## config.mk

```make
export PLATFORM = sky130hd
export DESIGN_NAME = i2c_init_sequencer
export DESIGN_NICKNAME = d
export VERILOG_FILES = /design/src/rtl/i2c_init_sequencer.sv
export SDC_FILE = /design/constraint.sdc
export NUM_CORES = 1
export LEC_CHECK = 0
export CAP_MARGIN = 20
export CELL_PAD_IN_SITES_DETAIL_PLACEMENT = 1
export CELL_PAD_IN_SITES_GLOBAL_PLACEMENT = 1
export CORE_MARGIN = 2
export CORE_UTILIZATION = 38
export DETAILED_ROUTE_END_ITERATION = 8
export HOLD_SLACK_MARGIN = 0.06
export PLACE_DENSITY = 0.74
export SLEW_MARGIN = 20
export SYNTH_ARGS = -nofsm -noshare
export SYNTH_HDL_FRONTEND = slang
export SYNTH_SLANG_ARGS = --single-unit
```

## constraint.sdc

```tcl
create_clock -name clk -period 1.9 [get_ports clk]
set_input_delay 0.19 -clock clk [delete_from_list [all_inputs] [get_ports clk]]
set_output_delay 0.19 -clock clk [all_outputs]
set_load 0.02 [all_outputs]
```

## src/rtl/i2c_init_sequencer.sv

```systemverilog
// Plays a fixed table of register writes to one I2C device through a byte-level
// master: START+addr, reg, data+STOP per entry, with idle gaps and bounded retries.
module i2c_init_sequencer #(
  parameter logic [6:0]                 DEV_ADDR   = 7'h3C,
  parameter int                         N_ENTRIES  = 3,
  parameter int                         GAP_CYCLES = 100,  // must be >= 1
  parameter int                         MAX_RETRY  = 2,
  parameter logic [N_ENTRIES-1:0][15:0] TABLE      = {16'h023C, 16'h0119, 16'h000A}
) (
  input  logic       clk,
  input  logic       rst,
  input  logic       start,
  output logic       busy,
  output logic       done,
  output logic       error,
  output logic       cmd_valid,
  input  logic       cmd_ready,
  output logic       cmd_start,
  output logic       cmd_stop,
  output logic [7:0] cmd_data,
  input  logic       rsp_valid,
  input  logic       rsp_ack
);
  localparam int IDX_W = (N_ENTRIES > 1)  ? $clog2(N_ENTRIES)     : 1;
  localparam int RTY_W = (MAX_RETRY > 0)  ? $clog2(MAX_RETRY + 1) : 1;
  localparam int GAP_W = (GAP_CYCLES > 1) ? $clog2(GAP_CYCLES)    : 1;

  localparam logic [IDX_W-1:0] LAST_IDX  = IDX_W'(N_ENTRIES - 1);
  localparam logic [RTY_W-1:0] RTY_MAX   = RTY_W'(MAX_RETRY);
  localparam logic [GAP_W-1:0] GAP_LAST  = GAP_W'(GAP_CYCLES - 1);
  localparam logic [7:0]       ADDR_BYTE = {DEV_ADDR, 1'b0};

  typedef enum logic [2:0] {
    IDLE, SEND_ADDR, SEND_REG, SEND_DATA, WAIT_RSP, GAP, FAIL
  } state_e;

  // Which byte of the triple is outstanding while sitting in WAIT_RSP.
  typedef enum logic [1:0] {PH_ADDR, PH_REG, PH_DATA} phase_e;

  state_e           state_q;
  phase_e           phase_q;
  logic [IDX_W-1:0] idx_q, idx_d;
  logic [RTY_W-1:0] rty_q, rty_d;
  logic [GAP_W-1:0] gap_q, gap_d;
  logic             busy_q, done_q, error_q;
  logic             cmd_valid_q, cmd_start_q, cmd_stop_q;
  logic [7:0]       cmd_data_q;
  logic [15:0]      entry;

  assign entry = TABLE[idx_q];

  always_comb begin
    idx_d = idx_q + 1'b1;
    rty_d = rty_q + 1'b1;
    gap_d = gap_q + 1'b1;
  end

  always_ff @(posedge clk or posedge rst) begin
    if (rst) begin
      state_q     <= IDLE;
      phase_q     <= PH_ADDR;
      idx_q       <= '0;
      rty_q       <= '0;
      gap_q       <= '0;
      busy_q      <= 1'b0;
      done_q      <= 1'b0;
      error_q     <= 1'b0;
      cmd_valid_q <= 1'b0;
      cmd_start_q <= 1'b0;
      cmd_stop_q  <= 1'b0;
      cmd_data_q  <= 8'h00;
    end else begin
      done_q <= 1'b0;
      case (state_q)
        IDLE, FAIL: begin
          if (start) begin
            state_q     <= SEND_ADDR;
            phase_q     <= PH_ADDR;
            idx_q       <= '0;
            rty_q       <= '0;
            error_q     <= 1'b0;
            busy_q      <= 1'b1;
            cmd_valid_q <= 1'b1;
            cmd_start_q <= 1'b1;
            cmd_stop_q  <= 1'b0;
            cmd_data_q  <= ADDR_BYTE;
          end
        end
        SEND_ADDR, SEND_REG, SEND_DATA: begin
          if (cmd_ready) begin
            cmd_valid_q <= 1'b0;
            state_q     <= WAIT_RSP;
          end
        end
        WAIT_RSP: begin
          if (rsp_valid) begin
            if (rsp_ack) begin
              case (phase_q)
                PH_ADDR: begin
                  state_q     <= SEND_REG;
                  phase_q     <= PH_REG;
                  cmd_valid_q <= 1'b1;
                  cmd_start_q <= 1'b0;
                  cmd_stop_q  <= 1'b0;
                  cmd_data_q  <= entry[15:8];
                end
                PH_REG: begin
                  state_q     <= SEND_DATA;
                  phase_q     <= PH_DATA;
                  cmd_valid_q <= 1'b1;
                  cmd_start_q <= 1'b0;
                  cmd_stop_q  <= 1'b1;
                  cmd_data_q  <= entry[7:0];
                end
                default: begin
                  if (idx_q == LAST_IDX) begin
                    state_q <= IDLE;
                    done_q  <= 1'b1;
                    busy_q  <= 1'b0;
                  end else begin
                    state_q <= GAP;
                    idx_q   <= idx_d;
                    rty_q   <= '0;
                    gap_q   <= '0;
                  end
                end
              endcase
            end else if (rty_q == RTY_MAX) begin
              state_q <= FAIL;
              error_q <= 1'b1;
              busy_q  <= 1'b0;
            end else begin
              // The byte master already closed the bus with STOP on the NACK.
              rty_q   <= rty_d;
              state_q <= GAP;
              gap_q   <= '0;
            end
          end
        end
        GAP: begin
          if (gap_q == GAP_LAST) begin
            state_q     <= SEND_ADDR;
            phase_q     <= PH_ADDR;
            cmd_valid_q <= 1'b1;
            cmd_start_q <= 1'b1;
            cmd_stop_q  <= 1'b0;
            cmd_data_q  <= ADDR_BYTE;
          end else begin
            gap_q <= gap_d;
          end
        end
        default: state_q <= IDLE;
      endcase
    end
  end

  assign busy      = busy_q;
  assign done      = done_q;
  assign error     = error_q;
  assign cmd_valid = cmd_valid_q;
  assign cmd_start = cmd_start_q;
  assign cmd_stop  = cmd_stop_q;
  assign cmd_data  = cmd_data_q;
endmodule

```

==> impl_metrics.env, run 1 <==
export IMPL_cp_arrival_ps=2020
export IMPL_power_density_mw_per_mm2=1530
export IMPL_fp_dieH_um=68.4
export IMPL_path_clk_slew_ps=100
export IMPL_diodes=0
export IMPL_multi_input_area_sq_um=825
export IMPL_rrSetupSlack_ps=60
export IMPL_cts_buffer_depth=2
export IMPL_rows=23
export IMPL_slew_headroom_pct=55.1
export IMPL_io_pins=20
export IMPL_avgRoutedWirePerCell_um=17.7
export IMPL_dieArea_sq_mm=0.00468
export IMPL_synthTopCellsByArea="dfrtp_1 44%, a21oi_1 4.8%, ha_1 4.8%"
export IMPL_grt_pass1_wl_um=7270
export IMPL_clock_latency_ps=290
export IMPL_drt_iter0_markers=36
export IMPL_setup_violations_final=0
export IMPL_worstSetupStartpointType="register"
export IMPL_p_leak_nw=0.899
export IMPL_firstDrtPassIters=4
export IMPL_start_util_pct=39.4
export IMPL_cts_tree="yes"
export IMPL_drv_cap=0
export IMPL_antenna_found_initial=0
export IMPL_cts_setup_buffers=0
export IMPL_fin_cells=247
export IMPL_htree_levels=1
export IMPL_clock_sinks=28
export IMPL_yosysTopAreaCellShare_pct=44.5
export IMPL_vias_per_cell=5.62
export IMPL_yosysWarnings=0
export IMPL_wl_um=4380
export IMPL_route_detailed_drc=0
export IMPL_critPathKind="register to register"
export IMPL_slowest_stage="dfrtp_1"
export IMPL_die_x_um=68.4
export IMPL_cts_buffers=3
export IMPL_worst_pin_slew_ps=667
export IMPL_syn_num_nets=174
export IMPL_synthToLayoutAreaGrowth_pct=28.5
export IMPL_root_buffer="clkbuf_8"
export IMPL_skew_ps=10.3
export IMPL_peakVddDrop_uv=748
export IMPL_yosys_area_top_type="dfrtp_1"
export IMPL_seq_area_sq_um=702
export IMPL_routabilityCongestion=0.858
export IMPL_placed_cell_area_sq_mm=0.00193
export IMPL_slowest_delay_ps=430
export IMPL_first_global_vias=1510
export IMPL_syn_inst=162
export IMPL_finalSetupTns_ps=0
export IMPL_outcome="finished, final reports clean"
export IMPL_ant_nets=0
export IMPL_finalCriticalPeriod_ps=1840
export IMPL_gr_usage_all_layers_pct=20.7
export IMPL_syn_area_per_cell_sq_um=9.72
export IMPL_core_area_sq_mm=0.00400
export IMPL_hp_class="input pin to async pin"
export IMPL_cp_cell_sequence="ha_2, and4bb_2, nand2_1, a32oi_4, mux2_2"
export IMPL_async_flop_share_pct=100
export IMPL_seq_area_frac_synth_pct=44.5
export IMPL_netlist_area_sq_mm=0.00158
export IMPL_fin_nets=210
export IMPL_fmax_mhz=544
export IMPL_synth_ff_type="dfrtp_1"
export IMPL_layout_drive_gt1_share_pct=18.8
export IMPL_grt_max_degree=29
export IMPL_portBuffers=18
export IMPL_vias=1388
export IMPL_finalInstanceArea_sq_mm=0.00202
export IMPL_nFillCells=459
export IMPL_required_ps=2080
export IMPL_synth_edf_count=0
export IMPL_cp_end_kind="register"
export IMPL_grt_ovfl_total=0
export IMPL_synth_cell_types=44
export IMPL_fin_crit_sh_pct=96.8
export IMPL_rsz0062_at_grt="false"
export IMPL_dp_cells=243
export IMPL_slew_viol_final=0
export IMPL_cp_max_fo=4
export IMPL_synth_seq_cells=28
export IMPL_hold_viol=0
export IMPL_dpl_hpwl_um=3100
[state kept, by name, summed over array words and instances, names as in the netlist]
register / cells
cmd_data: 7
gap_q: 7
state_q: 3
idx_q: 2
phase_q: 2
rty_q: 2
busy: 1
cmd_start: 1
cmd_valid: 1
done: 1
error: 1
[layout by cell type, fill, tap and decap left out, drive strengths merged, types with 2 or more instances in the layout]
cell	count
nand2	11
o2bb2ai	5
clkdlybuf4s50	18
a22o	2
ha	6
o22ai	2
mux2i	2
nor3b	2
nor2	13
o31ai	2
nor2b	8
nor3	4
o21ai	9
o211a	2
clkbuf	3
and4bb	2
nand2b	2
a21oi	15
dfrtp	28
a31oi	3
nand3	3
buf	18
mux2	3
a21o	2
a32o	3
nand4	2
inv	13
[critical path: cells and delay by family, from the launching register on]
family / cells / cell delay, ps
mux: 1 / 370
fa+ha+maj: 1 / 220
compound gates: 1 / 310
flops: 1 / 430
simple gates: 2 / 400
[where the power goes]
part / switching [mW] / internal (mW) / leakage, nW
Clock: 0.202 / 0.283 / 0.0357
Sequential: 0.212 / 0.797 / 0.340
Combinational: 0.853 / 0.758 / 0.524
[worst paths after layout]
path / to / from / cells past startpoint
min in group clk: cmd_data[1]$_DFFE_PP0P_ / cmd_data[1]$_DFFE_PP0P_ / 1
worst min-delay path: done$_DFF_PP0_ / rst / 3
worst min register to register: cmd_data[1]$_DFFE_PP0P_ / cmd_data[1]$_DFFE_PP0P_ / 1
worst max-delay path: gap_q[0]$_DFFE_PP0P_ / gap_q[0]$_DFFE_PP0P_ / 5
max in group asynchronous: state_q[1]$_DFFE_PP0P_ / rst / 3
worst max register to register: gap_q[0]$_DFFE_PP0P_ / gap_q[0]$_DFFE_PP0P_ / 5
[layer usage]
layer | up-vias | wire length [um] | global-route usage (%)
li1 | 658 | - | -
met1 | 701 | 1930 | 26.1
met2 | 24 | 2270 | 36.2
met3 | 5 | 124 | 3.62
met4 | 0 | 57 | 5.75
met5 | - | 0 | 0
[cells in the mapped netlist (3+ instances only)]
cell and instances:
dfrtp_1 28, a21oi_1 15, inv_1 13, nor2_1 13
nand2_1 11, o21ai_0 9, nor2b_1 7, ha_1 6
o2bb2ai_1 5, nor3_1 4, a31oi_1 3, clkbuf_1 3
nand3_1 3
[cell families (layout without fill, tap and decap cells)]
group / count (synthesis) / count (layout) / synth area share (%)
XOR/XNOR: 1 / 1 / 0.556
AND/OR/NAND/NOR: 52 / 52 / 18.8
multiplexers: 5 / 5 / 3.65
AO/OA/AOI/OAI: 51 / 51 / 22.9
flip-flops: 28 / 28 / 44.5
other: 1 / 1 / 0.238
adder cells (fa/ha/maj): 6 / 6 / 4.77
buffers and inverters: 18 / 53 / 4.61
[timing repair]
item	in CTS	in global routing
hold buffers	0	0
gates resized for setup	0	6
hold endpoints to repair	0	0
endpoints found under the setup margin	0	5
[layout make-up]
| type | count | share of cell area, % |
|---|---|---|
| clock buffer | 3 | 2.04 |
| clock inverter | 1 | 1.48 |
| inverter | 13 | 2.41 |
| multi-input combinational | 116 | 40.7 |
| sequential | 28 | 34.7 |
| tap | 50 | 3.09 |
| timing repair buffer | 36 | 15.6 |
[stage by stage]
stage               util, %  setup WS [ps]  total power, mW  hold slack (ps)
global route           50.6           4.13             3.32              317
finish                 50.6           60.6             3.10              272
detailed placement     48.2           49.2             2.55              483
floorplan                 -           86.4             1.92              255
CTS                    50.0           46.5             3.08              279
global placement       48.2           68.7             2.45              479
(Power assumes the default switching activity.)
==> inputs of run 2 (changes only) <==
- CTS_CLUSTER_SIZE: default -> 28
==> results of run 2 <==
Final layout, timing and power as in run 1 (identical DEF).
==> inputs of run 3 (changes only) <==
- GPL_TIMING_DRIVEN: default -> 1
==> results of run 3 <==
Final layout, timing and power as in run 1 (identical DEF).
